==> config.mk <==
export PLATFORM = sky130hd
export DESIGN_NAME = bram_stream_reader
export DESIGN_NICKNAME = d
export VERILOG_FILES = /design/src/rtl/bram_stream_reader.sv
export SDC_FILE = /design/constraint.sdc
export NUM_CORES = 1
export LEC_CHECK = 0
export BUFFER_PORTS_ARGS = -buffer_cell sky130_fd_sc_hd__buf_2
export CORE_MARGIN = 5
export CORE_UTILIZATION = 49
export DETAILED_ROUTE_END_ITERATION = 8
export PLACE_DENSITY = 0.76
export SYNTH_ARGS = -nofsm -noshare
export SYNTH_HDL_FRONTEND = slang
export SYNTH_SLANG_ARGS = --single-unit
export TNS_END_PERCENT = 100
==> constraint.sdc <==
create_clock -name clk -period 2.4 [get_ports clk]
set_clock_uncertainty 0.2 [all_clocks]
set_input_delay 0.12 -clock clk [delete_from_list [all_inputs] [get_ports clk]]
set_output_delay 0.12 -clock clk [all_outputs]
set_load 0.03 [all_outputs]
==> src/rtl/bram_stream_reader.sv <==
// Streams a burst of BRAM words out through a 2-entry skid FIFO with valid/ready handshake.
// Define BRAM_STREAM_READER_LAST_EN to add the m_last end-of-burst marker.
module bram_stream_reader #(
  parameter int DATA_WIDTH = 64,
  parameter int ADDR_WIDTH = 3
) (
  input  logic                  clk,
  input  logic                  rst,
  input  logic                  start,
  input  logic [ADDR_WIDTH-1:0] base_addr,
  input  logic [ADDR_WIDTH:0]   count,
  output logic                  busy,
  output logic                  done,
  output logic [ADDR_WIDTH-1:0] bram_raddr,
  input  logic [DATA_WIDTH-1:0] bram_rdata,
  output logic [DATA_WIDTH-1:0] m_data,
  output logic                  m_valid,
  input  logic                  m_ready
`ifdef BRAM_STREAM_READER_LAST_EN
  ,
  output logic                  m_last
`endif
);

  // state   | meaning
  // S_IDLE  | waiting for start; first read issued in the start cycle
  // S_READ  | issuing remaining reads as FIFO space allows
  // S_DRAIN | all reads issued, emptying the FIFO
  // S_DONE  | one-cycle done pulse
  typedef enum logic [1:0] {S_IDLE, S_READ, S_DRAIN, S_DONE} state_t;

  state_t                state_q, state_d;
  logic [ADDR_WIDTH-1:0] addr_q, addr_d;
  logic [ADDR_WIDTH:0]   remain_q, remain_d;
  logic                  inflight_q;
  logic [DATA_WIDTH-1:0] mem_q [2];
  logic                  wr_ptr_q, rd_ptr_q;
  logic [1:0]            occ_q;
  logic [1:0]            level;
  logic                  issue, push, pop, space_ok;

  assign push    = inflight_q;
  assign m_valid = (occ_q != 2'd0);
  assign m_data  = mem_q[rd_ptr_q];
  assign pop     = m_valid & m_ready;
  // Count the beat leaving this cycle so a full pipeline keeps one beat per cycle.
  assign level    = occ_q - 2'(pop) + 2'(inflight_q);
  assign space_ok = (level <= 2'd1);

  always_comb begin
    state_d    = state_q;
    addr_d     = addr_q;
    remain_d   = remain_q;
    issue      = 1'b0;
    bram_raddr = addr_q;
    busy       = 1'b0;
    done       = 1'b0;
    case (state_q)
      S_IDLE: begin
        if (start) begin
          if (count == '0) begin
            state_d = S_DONE;
          end else begin
            issue      = 1'b1;
            bram_raddr = base_addr;
            addr_d     = base_addr + ADDR_WIDTH'(1);
            remain_d   = count - (ADDR_WIDTH+1)'(1);
            state_d    = S_READ;
          end
        end
      end
      S_READ: begin
        busy = 1'b1;
        if (remain_q == '0) begin
          state_d = S_DRAIN;
        end else if (space_ok) begin
          issue    = 1'b1;
          addr_d   = addr_q + ADDR_WIDTH'(1);
          remain_d = remain_q - (ADDR_WIDTH+1)'(1);
          if (remain_q == (ADDR_WIDTH+1)'(1)) state_d = S_DRAIN;
        end
      end
      S_DRAIN: begin
        busy = 1'b1;
        if (pop && occ_q == 2'd1 && !inflight_q) state_d = S_DONE;
      end
      S_DONE: begin
        done    = 1'b1;
        state_d = S_IDLE;
      end
      default: state_d = S_IDLE;
    endcase
  end

  always_ff @(posedge clk) begin
    if (rst) begin
      state_q    <= S_IDLE;
      addr_q     <= '0;
      remain_q   <= '0;
      inflight_q <= 1'b0;
      wr_ptr_q   <= 1'b0;
      rd_ptr_q   <= 1'b0;
      occ_q      <= 2'd0;
      mem_q[0]   <= '0;
      mem_q[1]   <= '0;
    end else begin
      state_q    <= state_d;
      addr_q     <= addr_d;
      remain_q   <= remain_d;
      inflight_q <= issue;
      if (push) begin
        mem_q[wr_ptr_q] <= bram_rdata;
        wr_ptr_q        <= ~wr_ptr_q;
      end
      if (pop) rd_ptr_q <= ~rd_ptr_q;
      occ_q <= occ_q + 2'(push) - 2'(pop);
    end
  end

`ifdef BRAM_STREAM_READER_LAST_EN
  logic [ADDR_WIDTH:0] beats_left_q;

  always_ff @(posedge clk) begin
    if (rst) begin
      beats_left_q <= '0;
    end else if (state_q == S_IDLE && start) begin
      beats_left_q <= count;
    end else if (pop) begin
      beats_left_q <= beats_left_q - (ADDR_WIDTH+1)'(1);
    end
  end

  assign m_last = m_valid && (beats_left_q == (ADDR_WIDTH+1)'(1));
`endif

endmodule

* Yosys cells after proc, flatten, opt, wreduce, memory -nomap -nowiden *
Memory sizes are Yosys's and may differ from the RTL's. A register that Yosys moved wholly into a read port is not among the register bits.
Index checks and enable logic that the tools add are counted.

word-level totals
  bits in registers = 14
  memory bits (writable) = 128
  output and inout port bits = 70
  word-level logic and storage cells = 81
  memories = 1

memory list
  memory  words  width  read ports  clocked after Yosys merged registers in  wr ports  line  text
  mem_q   2      64     1           1                                        2         36    logic [DATA_WIDTH-1:0] mem_q [2];

operators by class
  add/subtract/negate cells = 8
  $lt $le $gt $ge = 1
  equal/unequal tests = 12
  multiplexer cells = 37
  bitwise operators = 3
  reductions and logical operators = 12

operators with widths
  cell                                                                    count
  64-bit 2-to-1 mux                                                       1
  64-bit OR reduction                                                     1
  3-bit 2-to-1 mux                                                        7
  4-bit 2-to-1 mux                                                        4
  1-bit 2-to-1 mux                                                        15
  2-bit 2-to-1 mux                                                        6
  2-bit inequality test (second input constant)                           5
  4-bit zero test                                                         2
  2-bit case mux with 4 select lines                                      1
  4-bit case mux with 2 select lines                                      1
  4-bit by 1-bit subtractor with 4-bit output (second input constant)     2
  3-bit by 1-bit adder with 3-bit output (second input constant)          2
  3-bit inequality test (second input constant)                           2
  3-bit case mux with 2 select lines                                      1
  5-bit AND reduction                                                     1
  2-bit by 1-bit adder with 2-bit output                                  2
  2-bit by 1-bit == test with 1-bit output (second input constant)        2
  2-bit == test (second input constant)                                   2
  4-bit by 1-bit == test with 1-bit output (second input constant)        1
  4-bit AND reduction                                                     1
  2-bit nonzero test                                                      2
  2-bit by 1-bit subtractor with 2-bit output                             2
  2-bit by 1-bit <= comparator with 1-bit output (second input constant)  1
  1-bit logical AND                                                       2
  other kinds (6)                                                         7

* Depth between registers and ports, before layout *
  word-level depth = 8
  depth in mapped cells = 9
  depth with buffers taken out = 9

* Worst setup path after synthesis *
No wires, ideal clock.

  kind = flip-flop to flip-flop
  from = register inflight_q
  to = memory mem_q[0][0] (enable)
  setup time = 421 ps
  data arrival time = 1749 ps
  data required time = 1779 ps
  setup slack = 31 ps
  cell stages (with the launch flop) = 2
  buffers on the path = 0
  period minus slack after synthesis = 2369 ps
  cell sequence = dfxtp_1 a21o_1

RTL lines
  what                    line  text
  from (decl)             35    logic inflight_q;
  from (signal assigned)  110   inflight_q <= issue;
  to (decl)               36

* Worst setup path in the final report *
  from = register state_q[0]
  to = output bram_raddr[2]

on the way
  cells in the longest elaborated chain, start to end = 2

ends and longest elaborated chain
  what                    line  text
  from (decl)             32    state_t state_q, state_d;
  from (signal assigned)  107   state_q <= state_d;
  2-bit zero test         58    case (state_q)
  3-bit 2-to-1 mux        58
  to (decl)               14    output logic [ADDR_WIDTH-1:0] bram_raddr,

Every way passes these cells.

==> results by group <==
GRT
  • Largest net degree at the start of global routing: 43
  • Met3 usage: around 4.9%
  • Vias in the first global route: 4653
  • GRT Max-Usage Layer: met2
  • Grt total ovfl: 0
  • Total track usage: 18.6%
  • First-pass GRT wire length: approximately 23 mm
  • Initial antenna violation count: 0
  • Met2 GRT Util: 32.7%
  • GR Util met1: a little over a fifth

Setup path
  • Critical Path RT: 2.08 ns
  • Reg2reg start: state_q[1]$_SDFFE_PP0P_
  • Critical Path Source: state_q[0]$_SDFFE_PP0P_
  • Reg-to-reg setup timing slack: roughly 0.19 ns
  • Critical Path Sink Type: primary output
  • Critical Path Start Type: flop
  • Critical Path Sink: bram_raddr[2]
  • R2R Path End: addr_q[2]$_SDFFE_PP0P_
  • CP Max Fanout: 6
  • R2R depth: 7
  • Setup CP Type: reg2out
  • Crit path DAT: between 1.5 and 2 ns

Logic synthesis
  • Sequential share of the synthesized area: 63.5%
  • Post-synthesis compound-gate area fraction: ~4%
  • Largest family of logic cells by synthesized area: simple AND/OR/NAND/NOR gates
  • Post-synth cell types: 44
  • Mux contribution to synthesized area: 12.2%
  • Post-synth EDFFs: 128
  • FFs w/ async S/R, synth: 0%
  • Area share of xor/xnor cells in the synthesized design: 0.671%
  • Mapped Nets: ~550
  • Avg Inst Size Synth: 14.1 sq um
  • Most used DFF post-synth: edfxtp_1
  • Synth Warn #: 0
  • Cells after Synth: between 400 and 500
  • Adder-cell area share of the yosys netlist: under 10%
  • Synth Cell Area: ~6500 sq um
  • Count of state elements after synthesis: roughly 140
  • Synth Area in Simple Gates: roughly 16%

Cells and area
  • Area delta synth->final: 35.8%
  • Multi-input gate area in the final layout: around 2300 sq um
  • Share of cells above drive strength 1: 38.5%
  • Diodes inserted: 0
  • Register area: 4150 sq um
  • Fillcell total: between 900 and 1000
  • Nets: 769

Power and ir drop
  • Clock network fraction of design power: 32.6%
  • Worst vdd ir: ~0.56 mV
  • Static leakage: approximately 3.7 nW
  • Int Pwr: approximately 6.1 mW
  • PwrDens: around 1000 nW/um^2
  • Sequential power share: 37.4%
  • Switching Share: around 31%
  • Switching power: around 2.8 mW
  • Logic pwr share: 30.0%

STA
  • Final hold viol count: 0
  • Final setup TNS: 0 ns
  • Fin crit period: 2.30 ns
  • Max-slew headroom: between 60% and 70%
  • Slew Viols, Final: 0
  • Final worst setup slack: between 0.09 and 0.1 ns
  • Fmax: 434 MHz
  • Worst Tran Pin Value: between 0.4 and 0.5 ns
  • Final setup violation count: 0
  • Final worst-path cycle share: a little over nine tenths

Drt
  • Initial drt markers: about 270
  • Post-DR vias/cell: around 5.1
  • Via Count: between 4000 and 5000
  • Detail Route Antenna Nets: 0
  • Total wire length: roughly 14 mm
  • TritonRoute pass-1 iters: 4
  • DRC viols: 0
  • Routed wire length per instance: 16.5 microns

Floorplan
  • Initial core utilization: about half
  • Die area: 15700 sq um
  • Io pins: 145
  • Row count: 42
  • Die height: 125 microns
  • Core ar.: between 10000 and 15000 sq um
  • Die Wd: approximately 130 microns

CTS
  • Worst-path clk slew: 0.06 ns
  • H-Tree Level Count: 4
  • CTS Buf Count: 17
  • Clock latency on the worst-skew pair: between 0.4 and 0.5 ns
  • Clk root buf: clkbuf_16
  • CTS tree: built
  • Setup Buffers After CTS: 0
  • Clock tree sinks: 143
  • Clk buf depth: 2

Place
  • Place WS: roughly 0.2 ns
  • Detailed Place HPWL: between 8 and 9 mm
  • GPL Wtd Cong: between 0.8 and 0.9
  • Number of port buffers: between 100 and 150

Run
  • Max-cap violations: 0

Outcome
  • Outcome: finished, final reports clean

Hold path
  • Hold Crit Class: in2reg
## cells in the final DEF, fill, tap and decap left out, types with 3 or more instances in the layout
| cell | n |
|---|---|
| buf_2 | 144 |
| and2_1 | 128 |
| edfxtp_1 | 128 |
| dlygate4sd3_1 | 70 |
| mux2_2 | 69 |
| clkbuf_16 | 17 |
| dfxtp_1 | 14 |
| inv_1 | 11 |
| nor2_1 | 10 |
| ha_1 | 10 |
| buf_4 | 9 |
| a21oi_1 | 7 |
| o21ai_0 | 6 |
| bufinv_16 | 6 |
| nand2_1 | 5 |
| nand3_1 | 4 |
| nor3_1 | 4 |
| a31oi_1 | 3 |
| xnor2_1 | 3 |
| clkinv_2 | 3 |
## sequential cells by signal, summed over array words and instances (netlist names), named ones only
signal	count
mem_q	128
inflight_q	1
rd_ptr_q	1
wr_ptr_q	1
occ_q	2
state_q	2
remain_q	4
addr_q	3
## what timing repair did
action                                  in CTS  in global routing
endpoints found under the setup margin       3                  3
gates resized for setup                      1                  2
pin swaps                                    0                  0
cloned                                       0                  0
hold endpoints to repair                   142                  0
hold buffers                                70                  0
## per-stage QoR
step	power, mW	std cells	utilization, %	instance area [sq um]	hold WS, ns
detailed placement	5.95	771	57.0	7490	0.210
floorplan	5.22	463	-	6530	0.118
CTS	8.95	873	67.3	8850	0.000737
global route	9.29	873	67.4	8860	0.0476
global placement	5.88	771	57.0	7490	0.205
finish	8.93	873	67.4	8860	0.0227
## synth_stat cells, types with 3 or more instances
cell type,instances,area [sq um]
a21oi_1,7,35.0
a31oi_1,3,18.8
and2_1,128,801
buf_2,6,30.0
clkbuf_1,17,63.8
dfxtp_1,15,300
edfxtp_1,128,3840
ha_1,10,125
inv_1,11,41.3
mux2_2,69,777
nand2_1,5,18.8
nand3_1,4,20.0
nor2_1,11,41.3
nor3_1,4,20.0
o21ai_0,6,30.0
xnor2_1,3,26.3
## worst min path at each step
stage                                       to  cells past startpoint           start
floorplan            mem_q[0][0]$_SDFFCE_PN0P_                      1   bram_rdata[0]
global placement    mem_q[1][51]$_SDFFCE_PN0P_                      2  bram_rdata[51]
detailed placement  mem_q[1][27]$_SDFFCE_PN0P_                      2  bram_rdata[27]
CTS                     addr_q[2]$_SDFFE_PP0P_                      4    base_addr[2]
global route            addr_q[2]$_SDFFE_PP0P_                      4    base_addr[2]
finish                remain_q[1]$_SDFFE_PP0P_                      6        count[1]
## critical path, stage by stage, from the launching register on
cell	delay, ns
dfxtp_1	0.34
inv_1	0.12
ha_1	0.21
nand2_1	0.15
nor2_4	0.21
mux2_2	0.36
buf_2	0.18
## cell families after synthesis
family          Yosys count
simple gates            166
mux                      71
fa+ha+maj                10
xor+xnor                  5
buf+inv                  34
compound gates           34
flops                   143
## power by group through the flow
stage	clock network (mW)	logic [mW]	registers, mW
floorplan	0	1.88	3.34
global placement	0	2.52	3.36
detailed placement	0	2.56	3.39
CTS	2.94	2.67	3.34
global route	3.06	2.86	3.37
finish	2.91	2.68	3.34
## layer usage
layer | wire length (microns) | share of wire [%]
met4 | 300 | 2.1
met3 | 801 | 5.6
met1 | 5920 | 41
met5 | 0 | 0
met2 | 7370 | 51
## area by class of cell
type                    instances  share of cell area [%]
well taps                     176                    2.49
clock buffers                  19                    4.89
flip-flops and latches        143                    46.8
multi-input cells             286                    25.6
inverters                      11                   0.466
clock inverters                13                    2.46
repair buffers                225                    17.3
(Power assumes the default switching activity.)
